[config.mk]
export PLATFORM = sky130hd
export DESIGN_NAME = tank_ctrl
export DESIGN_NICKNAME = d
export VERILOG_FILES = /design/src/rtl/tank_pkg.sv /design/src/rtl/tank_tick_gen.sv /design/src/rtl/tank_ctrl.sv
export SDC_FILE = /design/constraint.sdc
export NUM_CORES = 1
export LEC_CHECK = 0
export CAP_MARGIN = 30
export CORE_MARGIN = 4
export CORE_UTILIZATION = 58
export CTS_CLUSTER_DIAMETER = 100
export DETAILED_ROUTE_END_ITERATION = 7
export PLACE_DENSITY = 0.8
export REMOVE_ABC_BUFFERS = 1
export SETUP_SLACK_MARGIN = 0.4
export SLEW_MARGIN = 20
export SYNTH_ARGS = -nofsm -noshare
export SYNTH_HDL_FRONTEND = slang
export SYNTH_HIERARCHICAL = 1
export SYNTH_SLANG_ARGS = --single-unit
[constraint.sdc]
create_clock -name clk -period 3.4 [get_ports clk]
set_clock_uncertainty 0.1 [all_clocks]
set_input_delay 0.34 -clock clk [delete_from_list [all_inputs] [get_ports clk]]
set_output_delay 0.34 -clock clk [all_outputs]
set_load 0.005 [all_outputs]
[src/rtl/tank_pkg.sv]
// rtl/tank_pkg.sv - shared encodings, grid limits and pixel mapping for tank_ctrl
package tank_pkg;

  typedef enum logic [1:0] {
    DIR_UP    = 2'b00,
    DIR_DOWN  = 2'b01,
    DIR_LEFT  = 2'b10,
    DIR_RIGHT = 2'b11
  } dir_e;

  typedef enum logic [1:0] {
    ALIVE = 2'd0,
    DEAD  = 2'd1,
    OVER  = 2'd2
  } state_e;

  // Last legal cell on each axis and the default spawn cell.
  localparam int GRID_X_MAX  = 27;
  localparam int GRID_Y_MAX  = 19;
  localparam int SPAWN_X_DEF = 13;
  localparam int SPAWN_Y_DEF = 19;

  // Cell (x,y) is drawn centred at pixel (CELL_PX*x + ORIGIN_PX, CELL_PX*y + ORIGIN_PX).
  localparam int CELL_PX   = 20;
  localparam int ORIGIN_PX = 80;

  // Highest set button wins: up > down > left > right.
  function automatic dir_e btn_dir(input logic [3:0] btn);
    if (btn[3])      return DIR_UP;
    else if (btn[2]) return DIR_DOWN;
    else if (btn[1]) return DIR_LEFT;
    else             return DIR_RIGHT;
  endfunction

endpackage

[src/rtl/tank_tick_gen.sv]
// rtl/tank_tick_gen.sv - move-tick divider, one-cycle tick every DIV enabled cycles
module tick_gen #(
  parameter int DIV = 5000000
) (
  input  logic clk,
  input  logic rst,
  input  logic en,
  output logic tick
);

  localparam int CW = (DIV > 1) ? $clog2(DIV) : 1;

  logic [CW-1:0] count_q;
  logic          at_top;

  assign at_top = (count_q == CW'(DIV - 1));
  assign tick   = en & at_top;

  // Count 0..DIV-1 and wrap; hold the count while disabled.
  always_ff @(posedge clk) begin
    if (rst) begin
      count_q <= '0;
    end else if (en) begin
      count_q <= at_top ? '0 : count_q + 1'b1;
    end
  end

endmodule

[src/rtl/tank_ctrl.sv]
// rtl/tank_ctrl.sv - per-tank movement, lives and respawn controller; TANK_WRAP_EN makes edge moves wrap
module tank_ctrl
  import tank_pkg::*;
#(
  parameter int MOVE_DIV      = 5000000,
  parameter int RESPAWN_TICKS = 8,
  parameter int LIVES         = 3,
  parameter int SPAWN_X       = SPAWN_X_DEF,
  parameter int SPAWN_Y       = SPAWN_Y_DEF,
  parameter int X_MAX         = GRID_X_MAX,
  parameter int Y_MAX         = GRID_Y_MAX
) (
  input  logic       clk,
  input  logic       rst,
  input  logic       enable,
  input  logic [3:0] btn,
  input  logic       hit,
  output logic [4:0] x_rel_pos,
  output logic [4:0] y_rel_pos,
  output logic [1:0] tank_dir,
  output logic       tank_state,
  output logic [1:0] lives,
  output logic       game_over,
  output logic       step
);

  localparam int RW = $clog2(RESPAWN_TICKS + 1);

`ifdef TANK_WRAP_EN
  localparam bit WRAP_ON = 1'b1;
`else
  localparam bit WRAP_ON = 1'b0;
`endif

  localparam logic [4:0] X_LIM   = 5'(X_MAX);
  localparam logic [4:0] Y_LIM   = 5'(Y_MAX);
  localparam logic [4:0] X_SPAWN = 5'(SPAWN_X);
  localparam logic [4:0] Y_SPAWN = 5'(SPAWN_Y);

  state_e        state_q, state_d;
  dir_e          dir_q, dir_d;
  logic [4:0]    x_q, x_d, y_q, y_d;
  logic [1:0]    lives_q, lives_d;
  logic [RW-1:0] resp_q, resp_d, resp_inc;
  logic          alive_q, alive_d;
  logic          over_q, over_d;
  logic          step_q, step_d;

  logic          tick;
  dir_e          req;
  logic          req_valid;
  logic [4:0]    x_mv, y_mv;
  logic          at_edge;
  logic          move_ok;
  logic          resp_done;

  tick_gen #(
    .DIV (MOVE_DIV)
  ) u_tick_gen (
    .clk  (clk),
    .rst  (rst),
    .en   (enable),
    .tick (tick)
  );

  assign req       = btn_dir(btn);
  assign req_valid = |btn;
  assign resp_inc  = resp_q + 1'b1;
  assign resp_done = (resp_inc == RW'(RESPAWN_TICKS));
  assign move_ok   = at_edge ? WRAP_ON : 1'b1;

  // Target cell for a one-cell move in the requested direction, wrapped at the edges.
  always_comb begin
    x_mv    = x_q;
    y_mv    = y_q;
    at_edge = 1'b0;
    case (req)
      DIR_UP: begin
        at_edge = (y_q == 5'd0);
        y_mv    = at_edge ? Y_LIM : y_q - 5'd1;
      end
      DIR_DOWN: begin
        at_edge = (y_q == Y_LIM);
        y_mv    = at_edge ? 5'd0 : y_q + 5'd1;
      end
      DIR_LEFT: begin
        at_edge = (x_q == 5'd0);
        x_mv    = at_edge ? X_LIM : x_q - 5'd1;
      end
      default: begin
        at_edge = (x_q == X_LIM);
        x_mv    = at_edge ? 5'd0 : x_q + 5'd1;
      end
    endcase
  end

  // State and output registers; rst beats enable, enable=0 freezes everything.
  always_ff @(posedge clk) begin
    if (rst) begin
      state_q <= ALIVE;
      dir_q   <= DIR_UP;
      x_q     <= X_SPAWN;
      y_q     <= Y_SPAWN;
      lives_q <= 2'(LIVES);
      resp_q  <= '0;
      alive_q <= 1'b1;
      over_q  <= 1'b0;
      step_q  <= 1'b0;
    end else if (enable) begin
      state_q <= state_d;
      dir_q   <= dir_d;
      x_q     <= x_d;
      y_q     <= y_d;
      lives_q <= lives_d;
      resp_q  <= resp_d;
      alive_q <= alive_d;
      over_q  <= over_d;
      step_q  <= step_d;
    end
  end

  // Next FSM state: hits leave ALIVE, the final respawn tick leaves DEAD, OVER absorbs.
  always_comb begin
    state_d = state_q;
    case (state_q)
      ALIVE:   if (hit) state_d = (lives_q == 2'd1) ? OVER : DEAD;
      DEAD:    if (tick && resp_done) state_d = ALIVE;
      OVER:    state_d = OVER;
      default: state_d = ALIVE;
    endcase
  end

  // Next values of position, direction, lives, respawn count and the visible flags.
  always_comb begin
    x_d     = x_q;
    y_d     = y_q;
    dir_d   = dir_q;
    lives_d = lives_q;
    resp_d  = resp_q;
    alive_d = alive_q;
    over_d  = over_q;
    step_d  = 1'b0;
    case (state_q)
      ALIVE: begin
        if (hit) begin
          lives_d = lives_q - 2'd1;
          alive_d = 1'b0;
          resp_d  = '0;
          if (lives_q == 2'd1) over_d = 1'b1;
        end else if (tick && req_valid) begin
          if (req != dir_q) begin
            dir_d = req;
          end else if (move_ok) begin
            x_d    = x_mv;
            y_d    = y_mv;
            step_d = 1'b1;
          end
        end
      end
      DEAD: begin
        if (tick) begin
          resp_d = resp_inc;
          if (resp_done) begin
            x_d     = X_SPAWN;
            y_d     = Y_SPAWN;
            dir_d   = DIR_UP;
            alive_d = 1'b1;
          end
        end
      end
      default: begin
        alive_d = 1'b0;
        over_d  = 1'b1;
      end
    endcase
  end

  assign x_rel_pos  = x_q;
  assign y_rel_pos  = y_q;
  assign tank_dir   = dir_q;
  assign tank_state = alive_q;
  assign lives      = lives_q;
  assign game_over  = over_q;
  assign step       = step_q;

endmodule

* Yosys cells after proc, flatten, opt, wreduce, memory -nomap -nowiden
Cells that the tools add are included.
Storage, ports and cells: register bits 46, input bits 8, output and inout bits 17, logic and storage cells 108
Cells by class: add/sub/neg operators 7, eq/ne operators 22, multiplexer cells 50, bitwise logic cells 2, reduce and logical (&&, ||, !) cells 17
Operator list (number):
- two-way mux 5 bit | 16
- one-hot mux 5 bit (2 select lines) | 4
- adder 23 x 1 -> 23 bit (second input constant) | 1
- equality test 23 bit (second input constant) | 1
- two-way mux 23 bit | 1
- inequality test 2 bit (second input constant) | 11
- two-way mux 2 bit | 10
- AND reduction 9 bit | 2
- AND reduction 4 bit | 3
- two-way mux 1 bit | 11
- adder 5 x 1 -> 5 bit (second input constant) | 2
- equality test 5 bit (second input constant) | 2
- logical NOT 5 bit | 2
- subtractor 5 x 1 -> 5 bit (second input constant) | 2
- two-way mux 4 bit | 2
- one-hot mux 4 bit (2 select lines) | 1
- AND reduction 7 bit | 1
- equality test 2 x 1 -> 1 bit (second input constant) | 3
- one-hot mux 2 bit (3 select lines) | 1
- AND reduction 3 bit | 2
- adder 4 x 1 -> 4 bit (second input constant) | 1
- equality test 2 bit (second input constant) | 2
- equality test 4 bit (second input constant) | 1
- logical NOT 2 bit | 2
- 12 further kinds | 14

* Logic depth before layout (Yosys ltp)
depth in word-level cells 11, mapped depth 9, depth with buffers taken out 9

* Cells and area by module
The synthesis kept the hierarchy.
Modules (own cells, without submodules):
- tank_ctrl | instances 1, cells an instance 216, area each 1702.9 um2, sequential area each 460.4 um2
- tick_gen | instances 1, cells an instance 124, area each 1194.9 um2, sequential area each 460.4 um2

* Worst setup path after synthesis
No wires, ideal clock.
path type reg2reg, start register u_tick_gen.count_q[0], end register x_q[2] (netlist: x_rel_pos[2]), setup time 0.122 ns, arrival 2.420 ns, required time 3.178 ns, setup slack 0.758 ns, cell stages (with the launch flop) 9, path buffers 0, clock period less this slack 2.642 ns, cell sequence dfxtp_1 ha_1 and3_4 nand4_2 nor4_1 o2111ai_1 o21ai_1 o211ai_1 a221o_1
Between the ends: longest elaborated chain between the ends 5, elaborated cells on any way between the ends 6, those cells by class eq/ne: 3; bitwise: 1; reduce/logical: 2
RTL lines:
- start, declared | line tank_tick_gen.sv:13 | logic [CW-1:0] count_q;
- start signal, assigned | line tank_tick_gen.sv:24 | count_q <= at_top ? '0 : count_q + 1'b1;
- equality test 23 bit * | line tank_tick_gen.sv:16 | assign at_top = (count_q == CW'(DIV - 1));
- AND 1 bit * | line tank_tick_gen.sv:17 | assign tick = en & at_top;
- named net tick | line tank_ctrl.sv:49 | logic tick;
- logical AND 1 bit | line tank_ctrl.sv:150 | end else if (tick && req_valid) begin
- inequality test 2 bit (no source line)
- AND reduction 9 bit (no source line) *
- end signal, assigned | line tank_ctrl.sv:102 | x_q <= X_SPAWN;
- end signal, assigned | line tank_ctrl.sv:112 | x_q <= x_d;
- end, declared | line tank_ctrl.sv:42 | logic [4:0] x_q, x_d, y_q, y_d;
Mark *: on every way through the listed nets, which the timed path passes. The rest lies on a longest branch. A chain may end at the register's enable or synchronous reset.

* Worst setup path after layout
start register u_tick_gen.count_q[0], end register x_q[1] (netlist: x_rel_pos[1])
The elaborated chain is that of the path after synthesis.

==> impl_metrics.csv <==
group,metric,value,unit
status,status,"complete, no violations",
place,place_hpwl,4940,µm
place,io_buffers,24,
synth,async_reset_ff_frac,0,
sta,fin_ws,520,ps
global_route,gr-total-overflow,0,
sta,maxSlewViolCount,0,
setup_path,slowest_delay,510,ps
layout,final_core_util,0.688,
layout,antenna_cells,0,
route,drt_iter0_markers,228,
global_route,grt_pass1_vias,2537,
setup_path,timing.critical_path.buf_inv,1,
layout,final_cells,427,
setup_path,crit_required,3540,ps
synth,ys_seq_elements,46,
floorplanning,ioPinCount,25,
floorplanning,std_cell_rows,25,
cts,cts_tree,"done",
cts,clock_sinks,46,
setup_path,r2r_setup_slack,520,ps
setup_path,crit_type,"reg -> reg",
cts,htreeDepth,2,
cts,cts_buffer_depth,2,
synth,synth_edf_count,0,
floorplanning,initial_core_util,0.605,
route,first_pass_iters,4,
route,final_antenna_net_count,0,
route,route.final.wire_length,6730,µm
min_path,hp-class,"reg -> reg",
synth,synth_cell_types,72,
place,gp_congestion,0.951,
sta,fmax,0.347,GHz
cts,clock_latency,300,ps
layout,synthToLayoutAreaGrowth,13.6,%
setup_path,cp_slowest_cell,"or4_1",
sta,period_minus_slack,2880,ps
setup_path,cp_top_family,"simple AND/OR/NAND/NOR gates",
synth,ys_seq_area_frac,0.318,
synth,synth.avg_cell_area,8.52,µm²
sta,rsz0062_at_grt,"yes",
place,place_inst,419,
sta,timing.final.crit_share,0.847,
cts,cts_buffers,5,
sta,setup_viol,0,
synth,synth_area,2900,µm²
global_route,grt_start_max_net_pins,21,
global_route,antenna_found_initial,0,
setup_path,worstPathArrival,3020,ps
floorplanning,core_area,4790,µm²
synth,synth_warnings,6,
layout,final_nets,376,
global_route,grt_use_total,0.236,
layout,drive_gt1_frac,0.133,
route,via_count,2677,
sta,tightest_slew,738,ps
global_route,grt_pass1_wl,11900,µm
sta,slew-limit-headroom,0.507,
cts,clkTransAtPathRegs,90,ps
setup_path,start_kind,"flop",
sta,hold_viol,0,
layout,fillers,410,
run,drv_cap,0,
sta,tns,0,ps
route,vias_per_cell,6.27,
floorplanning,chipWidth,78.7,µm
synth,synth_cells,340,
power_and_ir_drop,ir_worst_vdd,301,µV
route,wl_per_cell,15.8,µm
route,drc,0,
power_and_ir_drop,pwr_density_cell,333,nW/µm²
place,pre_cts_slack,209,ps
floorplanning,dieArea,6190,µm²
power_and_ir_drop,p_leak,0.00117,µW
synth,synth-main-ff-cell,"dfxtp_1",
setup_path,crit_fanout,8,
setup_path,end_kind,"flop",
cts,clock-root-buffer,"clkbuf_8",
floorplanning,fp.dieH,78.7,µm
setup_path,path_cells,"ha_1, and3_4, nand4_2, nor4_1, buf_4, and3_1, o211ai_1, o21a_2, or4_1, a21oi_1",
[area by class of cell]
cell class / instances / area (µm²) / share of cell area
Tap cell: 67 / 83.8 / 0.0255
Multi-Input combinational cell: 264 / 1830 / 0.557
Timing Repair Buffer: 29 / 290 / 0.0882
Sequential cell: 46 / 921 / 0.280
Clock buffer: 5 / 68.8 / 0.0209
Inverter: 13 / 48.8 / 0.0148
Clock inverter: 3 / 45.0 / 0.0137
[cells by family (layout without fill, tap and decap cells)]
logic type	Yosys count	count (layout)	synth area share
AO/OA/AOI/OAI	89	89	0.215
adder cells (fa/ha/maj)	9	9	0.0389
XOR/XNOR	17	17	0.0514
flip-flops	46	46	0.318
buffers and inverters	30	50	0.0509
multiplexers	4	4	0.0186
AND/OR/NAND/NOR	145	145	0.307
[stage by stage]
stage,power (µW),area [µm²],hold WS (ps)
after floorplan,641,2800,309
after global placement,690,3170,338
after detailed placement,694,3170,360
after CTS,1110,3290,374
after global routing,1140,3290,397
final,1100,3290,376
[worst min-delay path, stage by stage, from the launching register on]
cell,delay [ps]
dfxtp_1,330
inv_1,50
a21oi_1,50
[Yosys cell counts (4+ instances only)]
cell type	n	area, µm²
dfxtp_1	46	921
nand2_1	21	78.8
a21oi_1	20	100
o21ai_0	19	95.1
nand3_1	17	85.1
nor2_1	15	56.3
inv_1	13	48.8
nor2_2	13	81.3
xor2_1	11	96.3
clkbuf_1	10	37.5
nand4_1	10	62.6
ha_1	9	113
or3_1	9	56.3
a21oi_2	7	61.3
nand2b_1	7	43.8
nor3_1	7	35.0
o211ai_1	6	45.0
xnor2_1	6	52.6
nor4_1	5	31.3
or4_1	5	37.5
a31oi_1	4	25.0
and4_1	4	35.0
buf_6	4	45.0
nor2b_1	4	25.0
o31ai_1	4	30.0
[state kept, by name, indices dropped and copies added, names as in the netlist]
register and cells:
game_over 1, tank_dir 2, lives 2, u_tick_gen/count_q 23, x_rel_pos 5, tank_state 1
state_q 2, step 1, resp_q 4, y_rel_pos 5
[timing repair]
action	4_1_cts	5_1_grt
setup endpoints to repair	0	2
gates resized for setup	0	1
hold buffers	0	0
buffers inserted	0	0
[final timing paths]
kind / start / to / cells past startpoint
setup / recovery: u_tick_gen/count_q[0] / x_rel_pos[1] / 10
hold / removal: game_over / game_over / 2
setup reg to reg: u_tick_gen/count_q[0] / x_rel_pos[1] / 10
hold reg to reg: game_over / game_over / 2
[placed cells by master (no fill, tap or decap), types with 6 or more instances in the layout]
cell | Yosys | layout
a21oi_1 | 20 | 20
a21oi_2 | 7 | 7
clkdlybuf4s50_1 | 0 | 24
dfxtp_1 | 46 | 46
ha_1 | 9 | 9
inv_1 | 13 | 13
nand2_1 | 21 | 21
nand2b_1 | 7 | 7
nand3_1 | 17 | 17
nand4_1 | 10 | 10
nor2_1 | 15 | 15
nor2_2 | 13 | 13
nor3_1 | 7 | 7
o211ai_1 | 6 | 6
o21ai_0 | 19 | 19
or3_1 | 9 | 9
xnor2_1 | 6 | 6
xor2_1 | 11 | 11
[layer usage]
metal	part of all wire	up-vias	wire, µm	global-route usage
li1	-	1317	-	-
met1	0.44	1255	2930	0.308
met4	0.012	0	78	0.0752
met5	0	-	0	0
met2	0.49	95	3280	0.386
met3	0.065	10	435	0.0493
[where the power goes]
group | internal (µW) | switching [µW] | leakage (µW)
registers | 547 | 12.4 | 0.000372
clock network | 219 | 196 | 0.0000504
logic | 53.1 | 69.7 | 0.000747
total | 819 | 278 | 0.00117
(Power assumes the default switching activity.)
